### src/rtl/vme_ram_reader.sv
// vme_ram_reader: VME-side reader of the capture RAM.
// Snoops the write stage's wr_ena/wr_addr stream to learn where an event
// starts and how long it is. After capture ends it serves single-word VME
// reads in capture order, wrapping through the 4096-word address space.
// Optional feature: define RD_CHECKSUM_EN to build the running 16-bit sum of
// delivered words. Without it, checksum is tied to zero.
// RAM_LAT is the RAM read latency and must be 1 or 2.

module vme_ram_reader #(
    parameter int DATA_W  = 16,
    parameter int RAM_LAT = 1
) (
    input  logic              clk,
    input  logic              rst,
    input  logic              wr_ena,
    input  logic [11:0]       wr_addr,
    output logic [11:0]       rd_addr,
    input  logic [DATA_W-1:0] ram_q,
    input  logic              vme_rd,
    input  logic              vme_clr,
    output logic [DATA_W-1:0] vme_data,
    output logic              vme_ack,
    output logic              buf_full,
    output logic              busy,
    output logic [12:0]       words_left,
    output logic              err,
    output logic [15:0]       checksum
);

    typedef enum logic [2:0] {
        IDLE,
        CAPTURE,
        READY,
        FETCH,
        DONE
    } state_t;

    localparam logic [12:0] CNT_MAX = 13'd4096;
    localparam logic [1:0]  LAT_END = 2'(RAM_LAT);

    state_t      state;
    logic [11:0] first_addr;
    logic [12:0] cnt;
    logic [1:0]  lat_cnt;

`ifdef RD_CHECKSUM_EN
    logic [15:0] sum_r;

    assign checksum = sum_r;
`else
    assign checksum = 16'h0000;
`endif

    // Capture/readout state machine; every output is a register written here.
    // Reset and a VME clear both return the block to an empty IDLE.
    always_ff @(posedge clk) begin
        if (!rst || vme_clr) begin
            state      <= IDLE;
            first_addr <= '0;
            cnt        <= '0;
            lat_cnt    <= '0;
            rd_addr    <= '0;
            vme_data   <= '0;
            vme_ack    <= 1'b0;
            buf_full   <= 1'b0;
            busy       <= 1'b0;
            words_left <= '0;
            err        <= 1'b0;
`ifdef RD_CHECKSUM_EN
            sum_r      <= '0;
`endif
        end else begin
            vme_ack <= 1'b0;
            case (state)
                IDLE: begin
                    if (vme_rd) begin
                        vme_ack  <= 1'b1;
                        vme_data <= '0;
                        err      <= 1'b1;
                    end
                    if (wr_ena) begin
                        state      <= CAPTURE;
                        first_addr <= wr_addr;
                        cnt        <= 13'd1;
                        busy       <= 1'b1;
`ifdef RD_CHECKSUM_EN
                        sum_r      <= '0;
`endif
                    end
                end

                CAPTURE: begin
                    if (vme_rd) begin
                        err <= 1'b1;
                    end
                    if (wr_ena) begin
                        if (cnt != CNT_MAX) begin
                            cnt <= cnt + 13'd1;
                        end
                    end else begin
                        state      <= READY;
                        busy       <= 1'b0;
                        words_left <= cnt;
                        rd_addr    <= first_addr;
                        buf_full   <= (cnt != 13'd0);
                    end
                end

                READY: begin
                    if (wr_ena) begin
                        err <= 1'b1;
                    end
                    if (vme_rd) begin
                        state   <= FETCH;
                        lat_cnt <= '0;
                    end
                end

                FETCH: begin
                    if (wr_ena || vme_rd) begin
                        err <= 1'b1;
                    end
                    if (lat_cnt == LAT_END) begin
                        vme_ack    <= 1'b1;
                        vme_data   <= ram_q;
                        rd_addr    <= rd_addr + 12'd1;
                        words_left <= words_left - 13'd1;
`ifdef RD_CHECKSUM_EN
                        sum_r      <= sum_r + 16'(ram_q);
`endif
                        if (words_left == 13'd1) begin
                            state    <= DONE;
                            buf_full <= 1'b0;
                        end else begin
                            state <= READY;
                        end
                    end else begin
                        lat_cnt <= lat_cnt + 2'd1;
                    end
                end

                DONE: begin
                    if (vme_rd) begin
                        vme_ack  <= 1'b1;
                        vme_data <= '0;
                        err      <= 1'b1;
                    end
                end

                default: begin
                    state <= IDLE;
                end
            endcase
        end
    end

endmodule

### config.mk
export PLATFORM = sky130hd
export DESIGN_NAME = vme_ram_reader
export DESIGN_NICKNAME = d
export VERILOG_FILES = /design/src/rtl/vme_ram_reader.sv
export SDC_FILE = /design/constraint.sdc
export NUM_CORES = 1
export LEC_CHECK = 0
export ABC_AREA = 1
export CORE_MARGIN = 1
export CORE_UTILIZATION = 45
export DETAILED_ROUTE_END_ITERATION = 6
export PLACE_DENSITY = 0.73
export SLEW_MARGIN = 5
export SYNTH_ARGS = -nofsm -noshare
export SYNTH_HDL_FRONTEND = slang
export SYNTH_SLANG_ARGS = --single-unit
### constraint.sdc
create_clock -name clk -period 1.8 [get_ports clk]
set_clock_uncertainty 0.15 [all_clocks]
set_input_delay 0.45 -clock clk [delete_from_list [all_inputs] [get_ports clk]]
set_output_delay 0.45 -clock clk [all_outputs]
set_load 0.01 [all_outputs]
=== After elaboration in Yosys (flattened, before gate mapping) ===
Cells that the tools add are included.

* Add/subtract/negate cells: 4
* Equal/unequal tests: 19
* Mux-type cells: 35
* Bitwise logic cells: 1
* Reduce and logical (&&, ||, !) cells: 21

{| class="wikitable"
|+ Operators with widths
! kind !! number
|-
| two-way mux 13 bit || 5
|-
| one-hot mux 13 bit (2 select lines) || 2
|-
| two-way mux 16 bit || 2
|-
| one-hot mux 16 bit (2 select lines) || 1
|-
| two-way mux 12 bit || 2
|-
| one-hot mux 12 bit (2 select lines) || 1
|-
| inequality test 2 bit (second input constant) || 10
|-
| two-way mux 3 bit || 5
|-
| one-hot mux 3 bit (5 select lines) || 1
|-
| adder 13 x 1 -> 13 bit (second input constant) || 1
|-
| equality test 13 x 1 -> 1 bit (second input constant) || 1
|-
| inequality test 13 bit (second input constant) || 1
|-
| nonzero test 13 bit || 1
|-
| subtractor 13 x 1 -> 13 bit (second input constant) || 1
|-
| adder 12 x 1 -> 12 bit (second input constant) || 1
|-
| AND reduction 3 bit || 4
|-
| AND reduction 4 bit || 3
|-
| two-way mux 1 bit || 9
|-
| nonzero test 2 bit || 4
|-
| equality test 3 x 2 -> 1 bit (second input constant) || 2
|-
| one-hot mux 1 bit (2 select lines) || 3
|-
| AND reduction 5 bit || 1
|-
| two-way mux 2 bit || 2
|-
| inequality test 2 x 1 -> 1 bit (second input constant) || 2
|-
| 14 further kinds || 15
|}

* Register bits after elaboration: 75
* Output and inout bits: 61

=== Longest topological paths before layout ===
Gate-level depths: netlist of the first run.

* Word-level depth: 4
* Gate-level depth with buffers: 10
* Depth with buffers taken out: 10

=== Worst setup path before layout of the first run ===
OpenSTA, ideal clock, no wires.

* Path kind: register to register
* Start: register cnt[0]
* End: register cnt[6]
* Data arrival time: 1.246 ns
* Path slack: 0.272 ns
* Stages on the path, launching flop included: 11
* Buffers on the path: 1
* Cell sequence: dfxtp_1 inv_1 ha_1 nand3_1 nor2_1 nand2_1 nand2_2 nand2_2 buf_4 nand2_1 a21oi_1

* Word-level cells in the longest chain between the ends: 4
* Elaborated cells on any way between the ends: 7

{| class="wikitable"
|+ RTL lines
! item !! line !! RTL
|-
| from (decl) || 43 || <nowiki>logic [12:0] cnt;</nowiki>
|-
| from (signal assigned) || 98 || <nowiki>cnt <= cnt + 13'd1;</nowiki>
|-
| adder 13 x 1 -> 13 bit || 98 ||
|-
| two-way mux 13 bit || 97 || <nowiki>if (cnt != CNT_MAX) begin</nowiki>
|-
| two-way mux 13 bit || 96 || <nowiki>if (wr_ena) begin</nowiki>
|-
| one-hot mux 13 bit (2 select lines) || 74 || <nowiki>case (state)</nowiki>
|}

Parallel ways exist; a longest one is shown, timed or not. The select of a mux whose other input is x is not followed.
A chain may end at the register's enable or synchronous reset.

=== Worst setup path in the final report of the first run ===
* Start: input wr_ena
* End: register rd_addr[5]

* Word-level cells in the longest chain between the ends: 2

{| class="wikitable"
|+ RTL lines
! item !! line !! RTL
|-
| from (decl) || 15 || <nowiki>input logic wr_ena,</nowiki>
|-
| inequality test 2 bit (no line) || -- ||
|-
| AND reduction 3 bit (no line) || -- ||
|-
| to (signal assigned) || 104 || <nowiki>rd_addr <= first_addr;</nowiki>
|-
| to (signal assigned) || 126 || <nowiki>rd_addr <= rd_addr + 12'd1;</nowiki>
|-
| to (decl) || 17 || <nowiki>output logic [11:0] rd_addr,</nowiki>
|}

No other way between the ends.

==> results of run 1 <==
-- cell usage after synthesis --
cell / n
nand2_1: 157
nor2_1: 92
dfxtp_1: 75
a21oi_1: 64
nand3_1: 62
inv_1: 47
o21ai_0: 36
buf_4: 18
buf_2: 12
clkbuf_1: 7
nand4_1: 7
o21ai_1: 7
ha_1: 6
xor2_1: 5
buf_6: 4
inv_2: 4
nand2_4: 3
nor2_2: 3
nor3_1: 3
o211ai_1: 3
a21oi_2: 2
nand2_2: 2
nor2_4: 2
nor2_8: 2
nor3_2: 2
o22ai_1: 2
a31oi_1: 1
buf_1: 1
clkinv_1: 1
conb_1: 1
inv_4: 1
nand3_4: 1
nand3b_1: 1
o21a_1: 1
o221ai_1: 1
o31ai_1: 1
or2_2: 1
-- power by group --
part | total [mW] | switching [mW] | internal [mW]
combinational | 0.412 | 0.239 | 0.173
sequential | 1.70 | 0.0186 | 1.69
clock | 1.62 | 0.655 | 0.961
-- worst register-to-register path, cell delays in order (launching register included) --
cell      delay, ns
dfxtp_1        0.36
inv_2          0.11
nand2_2        0.10
nor2_8         0.13
buf_12         0.18
nand3b_1       0.20
nand2_1        0.14
nand3_1        0.08
nand2_1        0.06
nor2_1         0.04
-- kinds of logic after synthesis --
| logic type | after synthesis | share of synthesized area (%) |
|---|---|---|
| and+or+nand+nor | 338 | 35.33 |
| AOI/OAI and AO/OA | 118 | 14.73 |
| buffers and inverters | 95 | 11.24 |
| DFF | 75 | 35.78 |
| adders and majority gates | 6 | 1.789 |
| xor gates and xnor gates | 5 | 1.043 |
| other | 1 | 0.08936 |
-- metal layers --
metal / vias to the layer above / wire length [µm] / global-route usage, %
met4: 0 / 158 / 7.692
met3: 21 / 721 / 4.468
met2: 159 / 4928 / 37.49
li1: 2220 / - / -
met5: - / 0 / 0
met1: 1982 / 5279 / 31.67
-- state kept, by name, summed over array words and instances (netlist names), 2 cells and up --
signal      count
words_left     13
lat_cnt         2
vme_data       16
state           3
first_addr     12
cnt            13
rd_addr        12
-- worst min-delay path by stage --
stage	start	endpoint	depth (start not counted)
3_5_place_dp	first_addr[0]	first_addr[0]	2
3_3_place_gp	first_addr[0]	first_addr[0]	2
4_1_cts	first_addr[0]	first_addr[0]	2
6_report	first_addr[0]	first_addr[0]	2
2_1_floorplan	first_addr[0]	first_addr[0]	2
5_1_grt	first_addr[0]	first_addr[0]	2
-- final cells by class --
type | count | area [µm²] | share of cell area (%)
clock buffers | 10 | 137.6 | 2.540
clock inverters | 6 | 111.4 | 2.055
inverters | 53 | 201.4 | 3.717
multi-input cells | 483 | 2308 | 42.60
flip-flops and latches | 75 | 1515 | 27.96
well taps | 108 | 135.1 | 2.494
repair buffers | 107 | 1010 | 18.63
==> results.md, run 1 <==
* Status: completed
* Final setup vio count at 0
* Most frequent cells in the layout: 155 x nand2_1, 88 x nor2_1, 64 x a21oi_1, 64 x dfxtp_1, 62 x nand3_1
* Area after DPL at 5176 µm²
* Critical path's top delay family: buffers and inverters
* Util after Layout at 60.95%
* Dpl cells at 826
* Unique masters post-synth at 37
* Worst reg2reg setup slack at 0.16 ns
* Vias at 4382
* Leak at 2.328 nW
* H-tree levels at 3
* Final cycle utilization of the critical path at 93.85%
* Hold Slack at 0.2978 ns
* Cells traversed along the worst timing path: clkdlybuf4s50_1 -> inv_1 -> nand2_1 -> nand2_8 -> o21ai_1 -> o21ai_1 -> inv_1 -> nor2_1
* Die width at 98.57 µm
* Commonest non-fill, non-tap cell in the layout: nand2_1
* Clk slew on worst S/H paths at 0.08 ns
* Largest net degree at the start of global routing at 29
* Core box area at 8891 µm²
* PortBufs at 77
* Worst r2r src: state[2]
* Setup ws final at 0.1106 ns
* Cell Area, Synth at 4197 µm²
* Final Max Tran Viols at 0
* Critical path class: input pin to flop
* Worst IR Drop VDD at 481.7 µV
* Post-Syn Instances at 638
* Synth Register Bits at 75
* Worst setup SP type: input pin
* Bufs on Longest Clock Path at 2
* Post-CTS Setup Inserts at 0
* Initial Util at 47.20%
* Post-DRT Antenna Nets at 0
* Root Buffer: clkbuf_8
* Vias per cell at 5.204
* Synth-to-Final Area Change at 29.13%
* Unrepaired setup endpoints after global routing: no
* Ys Warns at 0
* Routed len/inst at 13.17 µm
* Worst Path Max Fanout at 27
* GPL Wtd Cong at 0.9656
* Pre-antenna DRT Iters at 5
* GRT Overall Usage at 23.37%
* Die height at 98.57 µm
* Fill count at 847
* Initial DRC Count at 180
* Cell Pwr Density at 688.8 nW/µm²
* Register area share after synthesis at 35.78%
* Tightest Hold Check Type: flop to flop
* Post-Route WL at 11090 µm
* Minimum clock period at 1.689 ns
* Row count at 34
* Fmax at 591.9 MHz
* Syn Area/Cell at 6.578 µm²
* Largest area contributor in the netlist: dfxtp_1
* CP required at 1.94 ns
* Tot Pwr at 3.733 mW
* Worst EP arrival at 1.83 ns
* Area contributors post-synth: dfxtp_1 36%, nand2_1 14%, nor2_1 8.2%, a21oi_1 7.6%, nand3_1 7.4%
* Via count of the first global-routing pass at 4063
* Design Area, Final at 5419 µm²
* Pre-CTS setup slack at -0.2759 ns
* Crit path depth at 8
* Post-DP HPWL at 8141 µm
* Post-CTS Hold Fix Bufs at 0
* Sum of negative setup slack at 0 ns
* DIE AREA at 9716 µm²
* Nets@finish at 768
* Buf/Inv on CP at 3
* Worst r2r dst: buf_full
* CP Capture Type: flop
* CTS tree: yes
* Worst Setup SP: wr_ena
* Total grt overflow at 0
* Crit-path max cell delay at 0.46 ns
* First-pass GRT wire length at 18580 µm
* Crit-path slowest cell: clkdlybuf4s50_1
* CTS buffer count at 9
* Max-capacitance violation count at 0
* Final Hold Fails at 0
* DR DRC count at 0
* Cts repair resizes at 53
* Worst skew pair latency at 0.35 ns
* Initial antenna violation count at 0
* Post-Layout Cell Count at 842
* CP Capture Point: rd_addr[5]
* Post-synth top area share at 35.78%
* Ports at 94
* Clock sink total at 75
* Share of cells above drive strength 1 at 11.99%
* Worst Reg-to-Reg Cells at 9
* Antenna cell count at 0
(Power assumes the default switching activity.)
==> inputs of run 2 (changes only) <==
--- a/config.mk
+++ b/config.mk
@@ -9,6 +9,7 @@
 export CORE_MARGIN = 1
 export CORE_UTILIZATION = 45
 export DETAILED_ROUTE_END_ITERATION = 6
+export HOLD_SLACK_MARGIN = 0.05
 export PLACE_DENSITY = 0.73
 export SLEW_MARGIN = 5
 export SYNTH_ARGS = -nofsm -noshare
==> results of run 2 <==
Final layout, timing and power as in run 1 (identical DEF).
==> inputs of run 3 (changes only) <==
--- a/config.mk
+++ b/config.mk
@@ -6,6 +6,7 @@
 export NUM_CORES = 1
 export LEC_CHECK = 0
 export ABC_AREA = 1
+export ABC_CLOCK_PERIOD_IN_PS = 1800
 export CORE_MARGIN = 1
 export CORE_UTILIZATION = 45
 export DETAILED_ROUTE_END_ITERATION = 6
==> results of run 3 <==
Final layout, timing and power as in run 1 (identical DEF).
==> RTL change 1 (flow settings as in run 3) <==
Change the localparam `CNT_MAX` from 13'd4096 to 13'd3072.
--- a/src/rtl/vme_ram_reader.sv
+++ b/src/rtl/vme_ram_reader.sv
@@ -35,7 +35,7 @@
         DONE
     } state_t;
 
-    localparam logic [12:0] CNT_MAX = 13'd4096;
+    localparam logic [12:0] CNT_MAX = 13'd3072;
     localparam logic [1:0]  LAT_END = 2'(RAM_LAT);
 
     state_t      state;
Check against the original RTL: same outputs for any inputs over 4 cycles, from zero or initial values; that may be too few to reach the edited logic, so the function may still have changed.
==> RTL change 1 against run 3 <==
The flow now finishes with violations (DRC); sequential share of layout area is 0.92 points higher; synthesized area is 1.8% lower; routed wire length is 2.8% lower; clock power is 29% lower; worst setup slack worse by 5.4 ps; largest cell class unchanged; power is 13% lower; critical endpoint unchanged; sequential cell count stayed put; fmax is 0.32% lower; design area is 2.9% lower.
==> RTL change 1: results (changes against run 3) <==
dp_slack_ps: -248  # +27.9 ps
synthTopCellsByArea: "dfxtp_1 36%, nand2_1 15%, nor2_1 8.3%, a21oi_1 7.8%, nand3_1 6.8%"
cts_buffers: 9  # unchanged
wl_met1_um: 4880  # -7.6%
netlist_instances: 637  # -0.16%
stdcell_count: 841  # -0.12%
reg2reg_slack_ps: 110  # -50 ps
worst_path_max_delay_cell: "dfxtp_2"
portBuffers: 77  # unchanged
cp_data_arrival_time_ps: 1840
drive_gt1_frac: 0.112  # -0.00802
synth_common_cells: "164 x nand2_1, 91 x nor2_1, 75 x dfxtp_1"
power_clock_uw: 1150  # -29%
grtUsageTotal: 0.230  # -0.00328
post_cts_buffers: 0  # unchanged
gp_congestion: 0.909  # -5.9%
hold-worst-slack_ps: 301  # +3.31 ps
ys.flop_type: "dfxtp_1"
critPathTopFamily: "flip-flops"
grt_pass1_wl_um: 18000  # -3.0%
drt-wirelength-per-cell_um: 12.8  # -2.7%
dpl-instance-area_mm2: 0.00511  # -1.3%
fin_nets: 767  # -0.13%
grt_max_degree: 36  # +24%
combPwrFrac: 0.122  # +0.012
antenna_found_initial: 0  # unchanged
wl_met3_um: 675  # -6.4%
cp_max_fo: 28  # +3.7%
clock_path_buffers: 2  # unchanged
synthDistinctLibCells: 36  # -2.7%
max_stage_delay_ps: 490  # +30 ps
reg.largest.list: "vme_data (16), cnt (13), words_left (13)"
first_pass_iters: 7  # +2
wl_met2_um: 5090  # +3.3%
grt_pass1_vias: 3933  # -3.2%
ys_warn_count: 0  # unchanged
clkSlewWorstSetupHoldPaths_ps: 80  # about the same
synth_edf_count: 0  # unchanged
num_vias: 4336  # -1.0%
ir_drop_uv: 394  # -18%
p_sw_uw: 906  # -0.70%
ys_seq_area_frac: 0.364  # +0.00663
min_path_type: "reg -> reg"
hpwlAfterDp_um: 7870  # -3.4%
clk_latency_ps: 340
p_comb_uw: 398  # -3%
finalCritPeriodShare: 0.942  # +0.00302
violations: "DRC"
n_antenna_cell: 0  # unchanged
cts_root_buf: "clkbuf_8"
drt_iter0_drc: 297  # +65%
drcViolationCount: 12  # +12
routed.top_layer: "met4"
p_leak_uw: 0.00224  # -4.0%
h-tree-depth: 3  # unchanged
dpl.cell_count: 825  # -0.12%
ys_async_sr_fraction: 0  # unchanged
status: "finished with violations"
## RTL change 1: cell types whose count changed in the layout (fill, tap and decap cells not counted), moves of 4 or more
cell / run 3 / this run
clkinvlp_4: 1 / 5
o21ai_1: 9 / 13
nand3_1: 62 / 56
nand2_1: 155 / 164
## RTL change 1: cell families (layout without fill, tap and decap cells)
group                    Yosys count  count (layout)  share of synthesized area
XOR/XNOR                           4               4                    0.00850
buffers and inverters             97             178                      0.111
AND/OR/NAND/NOR                  336             336                      0.347
adder cells (fa/ha/maj)            6               6                     0.0182
flip-flops                        75              75                      0.364
other                              1              16                   0.000910
AO/OA/AOI/OAI                    118             118                      0.150
## RTL change 1: per-layer routing
layer | GRT usage | vias up
met3 | 0.0453 | 13
met4 | 0.0781 | 0
met2 | 0.385 | 146
met1 | 0.296 | 1967
li1 | - | 2210
met5 | 0 | -
## RTL change 1: final cells by class
| class | count | area [µm²] |
|---|---|---|
| fillers | 870 | 3550 |
| multi-input cells | 480 | 2240 |
| flip-flops and latches | 75 | 1520 |
| repair buffers | 108 | 997 |
| inverters | 54 | 203 |
| well taps | 108 | 135 |
| clock buffers | 10 | 128 |
| clock inverters | 6 | 42.5 |
## RTL change 1: repair_timing
action	4_1_cts	5_1_grt
gates resized for setup	56	8
endpoints found under the hold margin	0	0
endpoints found under the setup margin	45	37
## RTL change 1: path summary, 6_finish.rpt
check	cells past startpoint	end	from
hold / removal	2	err$_SDFFE_PP0P_	err$_SDFFE_PP0P_
hold reg to reg	2	err$_SDFFE_PP0P_	err$_SDFFE_PP0P_
setup reg to reg	9	rd_addr[5]$_SDFFE_PP0P_	state[0]$_SDFFE_PP0P_
setup / recovery	9	rd_addr[5]$_SDFFE_PP0P_	state[0]$_SDFFE_PP0P_
==> RTL change 2 (flow settings as in run 3) <==
Without the edit above. Encoding of `state_t`: now Gray code (3 bits for 5 states).
--- a/src/rtl/vme_ram_reader.sv
+++ b/src/rtl/vme_ram_reader.sv
@@ -28,11 +28,11 @@
 );
 
     typedef enum logic [2:0] {
-        IDLE,
-        CAPTURE,
-        READY,
-        FETCH,
-        DONE
+        IDLE    = 3'b000,
+        CAPTURE = 3'b001,
+        READY   = 3'b011,
+        FETCH   = 3'b010,
+        DONE    = 3'b110
     } state_t;
 
     localparam logic [12:0] CNT_MAX = 13'd4096;
Formal check against the unedited RTL: same outputs for any inputs over 10 cycles, from zero or initial values; not proved beyond that.
==> RTL change 2 against run 3 <==
The flow now finishes with violations (DRC); highest routed layer unchanged; worst hold slack worse by 2.7 ps; cell count is 0.71% higher; sequential cell count stayed put; power is 1.8% lower; worst setup slack worse by 11 ps; synthesized area is 1.3% lower; non-clock buffer count is 7 higher; routed wire length is 2.9% lower; largest cell class unchanged; largest power group unchanged; count of clock-buffer cells in the layout stayed put; design area is 0.67% lower.
==> RTL change 2: results (changes against run 3) <==
p_leak_uw: 0.00237  # +1.9%
drive_gt1_frac: 0.135  # +0.0152
synth_common_cells: "164 x nand2_1, 84 x nor2_1, 75 x dfxtp_1"
hpwlAfterDp_um: 7880  # -3.2%
grtUsageTotal: 0.225  # -0.00914
design.core.area_mm2: 0.00881  # -0.96%
synthDistinctLibCells: 40  # +8.1%
setup_ws_ps: 100  # -10.6 ps
n_fill_cell: 829  # -2.1%
synthTopCellsByArea: "dfxtp_1 36%, nand2_1 15%, nor2_1 7.6%, a21oi_1 7.2%, nand3_1 6.2%"
first_pass_iters: 7  # +2
ir_drop_uv: 483  # +0.27%
status: "finished with violations"
wl_um: 10800  # -2.9%
ys_seq_area_frac: 0.362  # +0.00465
portBuffers: 77  # unchanged
drcViolationCount: 8  # +8
reg2reg_slack_ps: 110  # -50 ps
cts_root_buf: "clkbuf_8"
fin_nets: 774  # +0.78%
violations: "DRC"
dp_slack_ps: -312  # -36.3 ps
grt_pass1_wl_um: 17600  # -5.2%
cp_max_fo: 5  # -81%
grt_pass1_vias: 3785  # -6.8%
gp_congestion: 0.934  # -3.3%
drv_slew: 0  # unchanged
drt_iter0_drc: 175  # -2.8%
[RTL change 2: layout make-up]
class | count | area (µm²) | area share
inverters | 67 | 260 | 0.0483
clock buffers | 10 | 138 | 0.0256
multi-input cells | 468 | 2220 | 0.413
flip-flops and latches | 75 | 1530 | 0.284
well taps | 108 | 135 | 0.0251
clock inverters | 6 | 71.3 | 0.0132
repair buffers | 114 | 1030 | 0.191
[RTL change 2: report_power, final]
| group | internal (µW) | switching [µW] |
|---|---|---|
| clock | 691 | 684 |
| sequential | 1700 | 27.4 |
| combinational | 237 | 332 |
| total | 2620 | 1040 |
[RTL change 2: kinds of logic (layout without fill, tap and decap cells)]
kind of cell               after synthesis  after routing  share of synthesized area
AOI/OAI and AO/OA                      121            121                      0.157
xor gates and xnor gates                 3              3                    0.00634
adders and majority gates                6              6                     0.0181
buffers and inverters                  107            197                      0.127
DFF                                     75             75                      0.362
other                                    1             16                   0.000905
and+or+nand+nor                        322            322                      0.329
[RTL change 2: path summary, 6_finish.rpt]
check,startpoint,endpoint,cells after the start
worst min register to register,first_addr[1]$_SDFFE_PP0P_,first_addr[1]$_SDFFE_PP0P_,2
worst min-delay path,first_addr[1]$_SDFFE_PP0P_,first_addr[1]$_SDFFE_PP0P_,2
worst max-delay path,wr_ena,cnt[2]$_SDFFE_PP0P_,8
worst max register to register,cnt[0]$_SDFFE_PP0P_,cnt[5]$_SDFFE_PP0P_,11
[RTL change 2: worst max-delay path: stages]
cell             delay [ps]
clkdlybuf4s50_1         530
inv_1                   120
nor2_2                  190
nand2_4                  90
buf_4                   150
o21ai_0                 150
nand2_1                  70
nor2_1                   80
[RTL change 2: through the flow]
step / instances / instance area, µm² / util / hold slack, ps
floorplan: 650 / 4200 / - / 270
detailed placement: 830 / 5130 / 0.583 / 286
global placement: 830 / 5130 / 0.583 / 279
finish: 848 / 5380 / 0.611 / 295
global route: 848 / 5380 / 0.611 / 322
CTS: 846 / 5310 / 0.603 / 301
[RTL change 2: metal layers]
metal	part of all wire	vias to the layer above	GRT usage
li1	-	2206	-
met1	0.46	1970	0.298
met2	0.46	166	0.362
met3	0.068	13	0.0537
met4	0.013	0	0.0653
met5	0	-	0
[RTL change 2: timing repair]
item | CTS | global route
setup endpoints to repair | 54 | 17
setup buffers | 0 | 2
hold buffers | 0 | 0
pin swaps | 0 | 5
gates resized for setup | 63 | 19
